--- config.mk ---
export PLATFORM = sky130hd
export DESIGN_NAME = countdown_sequencer
export DESIGN_NICKNAME = d
export VERILOG_FILES = /design/src/rtl/countdown_sequencer.sv
export SDC_FILE = /design/constraint.sdc
export NUM_CORES = 1
export LEC_CHECK = 0
export ABC_AREA = 0
export BUFFER_PORTS_ARGS = -buffer_cell sky130_fd_sc_hd__buf_2
export CORE_MARGIN = 2
export CORE_UTILIZATION = 55
export DETAILED_ROUTE_END_ITERATION = 10
export GPL_TIMING_DRIVEN = 0
export PLACE_DENSITY = 0.85
export SYNTH_ARGS = -nofsm -noshare
export SYNTH_HDL_FRONTEND = slang
export SYNTH_SLANG_ARGS = --single-unit
--- constraint.sdc ---
create_clock -name clock -period 4.47 [get_ports clock]
set_input_delay 0.894 -clock clock [delete_from_list [all_inputs] [get_ports clock]]
set_output_delay 0.894 -clock clock [all_outputs]
set_load 0.01 [all_outputs]
--- src/rtl/countdown_sequencer.sv ---
// Loadable 4-bit countdown with pause, restart and a blinking DONE display.
// Feeds the digit and blank inputs of the seven-segment decoder.
module countdown_sequencer #(
    parameter int unsigned TICK_CYCLES = 50_000_000
) (
    input  logic       clock,
    input  logic       reset_n,
    input  logic       start,
    input  logic       pause,
    input  logic [3:0] load_value,
    output logic [3:0] digit,
    output logic       blank,
    output logic       running,
    output logic       done
);

    localparam logic [31:0] TICK_RELOAD = 32'(TICK_CYCLES - 1);

    typedef enum logic [1:0] {
        IDLE,
        RUN,
        PAUSED,
        DONE
    } state_t;

    state_t      state;
    state_t      state_d;
    state_t      restart_state;
    logic [31:0] tick_q;
    logic [31:0] tick_d;
    logic [3:0]  digit_d;
    logic        start_q;
    logic        blank_d;
    logic        done_d;
    logic        sedge;
    logic        tick_active;
    logic        tick;

    assign sedge         = start & ~start_q;
    assign restart_state = (load_value != 4'd0) ? RUN : DONE;

    // The divider only counts while actually running unpaused, or while blinking in DONE.
    assign tick_active = ((state == RUN) && !pause) || (state == DONE);
    assign tick        = tick_active && (tick_q == 32'd0);

    // State and datapath registers.
    // NOTE: clocked state uses non-blocking assignments so every register samples
    // the pre-edge values of its neighbours, independent of statement order.
    always_ff @(posedge clock) begin
        if (!reset_n) begin
            state   <= IDLE;
            digit   <= 4'd0;
            tick_q  <= TICK_RELOAD;
            start_q <= 1'b1;
            blank   <= 1'b0;
            done    <= 1'b0;
        end else begin
            state   <= state_d;
            digit   <= digit_d;
            tick_q  <= tick_d;
            start_q <= start;
            blank   <= blank_d;
            done    <= done_d;
        end
    end

    // Next-state logic: a start edge restarts from any state and outranks pause and tick.
    // NOTE: every combinational output gets a default first so no path leaves it
    // unassigned, which would otherwise infer a latch.
    always_comb begin
        state_d = state;
        if (sedge) begin
            state_d = restart_state;
        end else begin
            unique case (state)
                IDLE:    state_d = IDLE;
                RUN: begin
                    if (pause) begin
                        state_d = PAUSED;
                    end else if (tick && (digit == 4'd1)) begin
                        state_d = DONE;
                    end
                end
                PAUSED: begin
                    if (!pause) begin
                        state_d = RUN;
                    end
                end
                DONE:    state_d = DONE;
                default: state_d = IDLE;
            endcase
        end
    end

    // Output and datapath logic.
    always_comb begin
        digit_d = digit;
        tick_d  = tick_q;
        blank_d = 1'b0;
        done_d  = 1'b0;
        running = (state == RUN);

        if (sedge) begin
            digit_d = load_value;
            tick_d  = TICK_RELOAD;
        end else begin
            if (tick) begin
                tick_d = TICK_RELOAD;
            end else if (tick_active) begin
                tick_d = tick_q - 32'd1;
            end

            unique case (state)
                IDLE: digit_d = load_value;
                RUN: begin
                    if (tick && (digit != 4'd0)) begin
                        digit_d = digit - 4'd1;
                    end
                end
                PAUSED: digit_d = digit;
                DONE: begin
                    digit_d = 4'd0;
                    blank_d = tick ? ~blank : blank;
                end
                default: digit_d = 4'd0;
            endcase
        end

        // A restart that lands in DONE again counts as a fresh entry.
        done_d = (state_d == DONE) && ((state != DONE) || sedge);
    end

endmodule

==> results.md <==
- The run finished with clean final reports.
- The met3 usage is 4.93%.
- The count of nets left with antenna violations once routing finished came out at 0.
- The smallest clock period supported by the final layout is computed as 2670 ps.
- The worst min-delay path class is reg2reg.
- The synthesis-to-layout area growth is 11.1%.
- The highest cell delay on the worst timing path is 630 ps.
- For met1 alone, demand over resource in global routing was 35.4%.
- The total count of max-transition violations in the final report was 0.
- The number of input and output port buffers inserted is 14.
- The area of the die is 4680 um^2.
- The first global-routing pass estimated 8.86 mm of wire.
- The post-route core utilization is 63.4%.
- The highest clock frequency the design can meet is 375 MHz.
- The repair_antennas step left the layout with diodes totalling 0.
- The fill cell instance count of the final layout is 344.
- The signal on the critical path passes through nor4_4, nand2_1, clkbuf_1, nor4_1, a21oi_1, clkbuf_1, nand2_1.
- In the synthesized netlist the dominant register cell turns out to be dfxtp_1.
- Summing all multi-input logic gate instances after layout gives 1380 um^2.
- Setup repair after global routing left no endpoint under its margin.
- The register clock-pin slew on the reported worst setup and hold paths is 80 ps.
- The detailed router placed 2172 vias in this run.
- The synthesized area per cell is 7.92 um^2.
- The portion of total power attributed to sequential cells is 50.6%.
- Measured along the y axis, the die boundary spans 68.4 um.
- The initial utilization of the core area, before any placement, comes to 57.1%.
- In this run the worst path has a maximum fanout of 10.
- The width of the chip is 68.4 um.
- The worst setup slack for register-to-register paths is 1800 ps.
- The final hold violation count is 0.
- The placer congestion estimate is 0.860.
- The worst hold slack across all endpoints is 481 ps.
- The netlist uses 48 different library cells.
- After synthesis, the share of flip-flops with an asynchronous set or reset is 0%.
- In this run the static leakage power is 0.863 nW.
- The clock arrives with 7.24 ps of skew.
- The initial antenna violation count came to 0.
- The CTS buffer count is 5.
- The critical path is of the reg2reg type.
- In this run, synthesis inferred 0 flip-flops with an integrated enable.
- The arrival time of data at the critical path endpoint is 2900 ps.
- TritonCTS built the clock tree.
- The portion of the post-synthesis area used by sequential elements is 36.0%.
- The DRC violation count after routing is 0.
- Global routing used 24.8% of the available tracks across all layers.
- For met2 alone, demand over resource in global routing was 37.3%.
- At the pin with the least slew margin, the transition time is 733 ps.
- The pin count of the biggest net entering global routing is 14.
- In this run switching power makes up 23.0% of total power.
- Leaving out fill and tap cells, the most frequent cell in the layout is dfxtp_1.
- After synthesis the netlist holds a flip-flop and latch count of 41.
- In this run, post-CTS repair resized a total of 0 instances.
- The total net switching power is 0.000170 W.
- The insertion delay of the later-clocked pin in the worst-skew pair is 300 ps.
- Timing analysis after detailed placement gives a worst setup slack of 1620 ps.
- The final-stage net count is 322.
- For this design the ratio of total power to cell area is 292 nW/um^2.
- STA classifies the critical path startpoint as a register.
- In this run the cell area of the synthesized design comes to 2280 um^2.
- The aggregate negative setup slack is 0 ps.
- The worst path uses 59.7% of the clock period.
- The largest delay contributor family on the critical path is simple AND/OR/NAND/NOR gates.
- Counting both buffers and inverters, the worst setup path holds a total of 2.
- The total number of H-tree levels is 2.
- The max-cap violation count is 0.
- In the final layout, flip-flops and latches occupy 821 um^2.
- Once detailed placement completed, the half-perimeter wirelength came to 3.68 mm.
- The floorplan has 23 rows.
- The number of nets handed over by synthesis was 301.
- The busiest layer in global routing is met2.
- The floorplan step defined a core boundary enclosing 4000 um^2.
- Internal power comes to 0.000569 W.
- Setup violations remaining at the end of the flow were counted as 0.
- In the layout the commonest cells are 41 x dfxtp_1, 35 x nand2_1, 22 x nor2_1, 17 x a21oi_1, 16 x nor3_1.
- Of the cells placed in the final design, the portion with a size suffix greater than 1 is 10.3%.
- The aggregate global routing overflow is 0.
- VDD sags by at most 0.202 mV.
- The starting DRC count in detailed routing is 118.
- The final worst-path setup slack is 1800 ps.
- Synthesis produced 288 cells.
- The Yosys step of the flow raised 0 warnings.
- After detailed routing, the average wire length per cell comes to 14.5 um.
- The number of buffers added to fix hold violations after cts is 0.
- The number of search-and-repair iterations in the first detailed-routing pass is 5.
- Summed over all layers, the routed wires come to 5.23 mm.
- The slowest stage of the critical path belongs to the cell nor4_1.
- The number of global-route vias before repair was 1950.
- The number of clock sinks seen by CTS is 41.
- The root buffer selected by CTS is clkbuf_8.
- In this run the tightest slew margin relative to its limit is 50.7%.
- During I/O placement, the number of pins put on the boundary was 15.
- The via density per instance is 6.03.
- No sink is reached through more buffers than the 2 on the longest clock path.
- The category of the worst setup path capture point is a register.
- The number of setup buffers added after CTS is 0.
- The combinational share of power is 6.8%.
- STA puts the critical path data required time at 4700 ps.
- The portion of total power attributed to the clock network is 42.6%.
## through the flow
step                instance area (um^2)  cells  power [W]
global placement                    2410    352   0.000431
detailed placement                  2410    352   0.000432
finish                              2530    360   0.000740
CTS                                 2530    360   0.000743
global route                        2530    360   0.000760
floorplan                           2280    288   0.000415
## cell type report
class | instances | area share, %
multi-input cells | 224 | 54.2
inverters | 8 | 1.18
well taps | 50 | 2.47
repair buffers | 14 | 2.76
clock inverters | 2 | 1.48
plain buffers | 15 | 2.22
flip-flops and latches | 41 | 32.4
clock buffers | 6 | 3.26
## power by group through the flow
stage | combinational [W] | clock (W) | sequential, W
after global placement | 0.0000485 | 0 | 0.000382
after CTS | 0.0000499 | 0.000319 | 0.000374
final | 0.0000503 | 0.000315 | 0.000374
after floorplan | 0.0000320 | 0 | 0.000383
after detailed placement | 0.0000493 | 0 | 0.000383
after global routing | 0.0000564 | 0.000328 | 0.000375
## cell families (layout without fill, tap and decap cells)
kind of cell / after synthesis / in the layout / share of synthesized area, %
and+or+nand+nor: 147 / 147 / 35.2
AOI/OAI and AO/OA: 49 / 49 / 13.4
DFF: 41 / 41 / 36.0
buffers and inverters: 23 / 45 / 3.78
xor gates and xnor gates: 21 / 21 / 8.06
adders and majority gates: 6 / 6 / 3.18
muxes: 1 / 1 / 0.439
## flip-flops by register name, indices dropped and copies added (netlist names)
| signal | cells |
|---|---|
| tick_q | 32 |
| digit | 4 |
| state | 2 |
| blank | 1 |
| done | 1 |
| start_q | 1 |
## path summary, 6_finish.rpt
path                                  from    endpoint  cells past startpoint
worst max-delay path             tick_q[3]  tick_q[13]                      7
worst min-delay path            tick_q[26]  tick_q[26]                      2
worst min register to register  tick_q[26]  tick_q[26]                      2
worst max register to register   tick_q[3]  tick_q[13]                      7
## worst min-delay path, delay by kind of cell, from the launching register on
kind	cells	cell delay [ps]
flip-flops	1	330
AND/OR/NAND/NOR	1	60
AO/OA/AOI/OAI	1	50
## cells in the mapped netlist (3+ instances only)
cell type | instances | area [um^2]
and2_1 | 3 | 18.8
nor2b_1 | 4 | 25.0
inv_1 | 8 | 30.0
o21ai_0 | 8 | 40.0
nor4_1 | 10 | 62.6
xor2_1 | 9 | 78.8
a21oi_1 | 17 | 85.1
ha_1 | 5 | 62.6
clkbuf_1 | 15 | 56.3
or3_1 | 8 | 50.1
nor2_1 | 22 | 82.6
dfxtp_1 | 41 | 821
or4_1 | 7 | 52.6
o31ai_1 | 3 | 22.5
o22ai_1 | 4 | 25.0
o211ai_1 | 3 | 22.5
nor3_1 | 16 | 80.1
nand2_1 | 35 | 131
nand4_1 | 6 | 37.5
nand3_1 | 13 | 65.1
nand2b_1 | 4 | 25.0
xnor2_1 | 12 | 105
a31oi_1 | 3 | 18.8
and3_1 | 3 | 18.8
## layer usage
| metal | share of wire [%] | vias up | wire length [um] |
|---|---|---|---|
| met5 | 0 | - | 0 |
| met4 | 1.5 | 0 | 79 |
| met3 | 5.2 | 11 | 273 |
| met2 | 45 | 77 | 2350 |
| met1 | 48 | 1001 | 2530 |
| li1 | - | 1083 | - |
No activity file was read; power rests on OpenSTA's default activity.
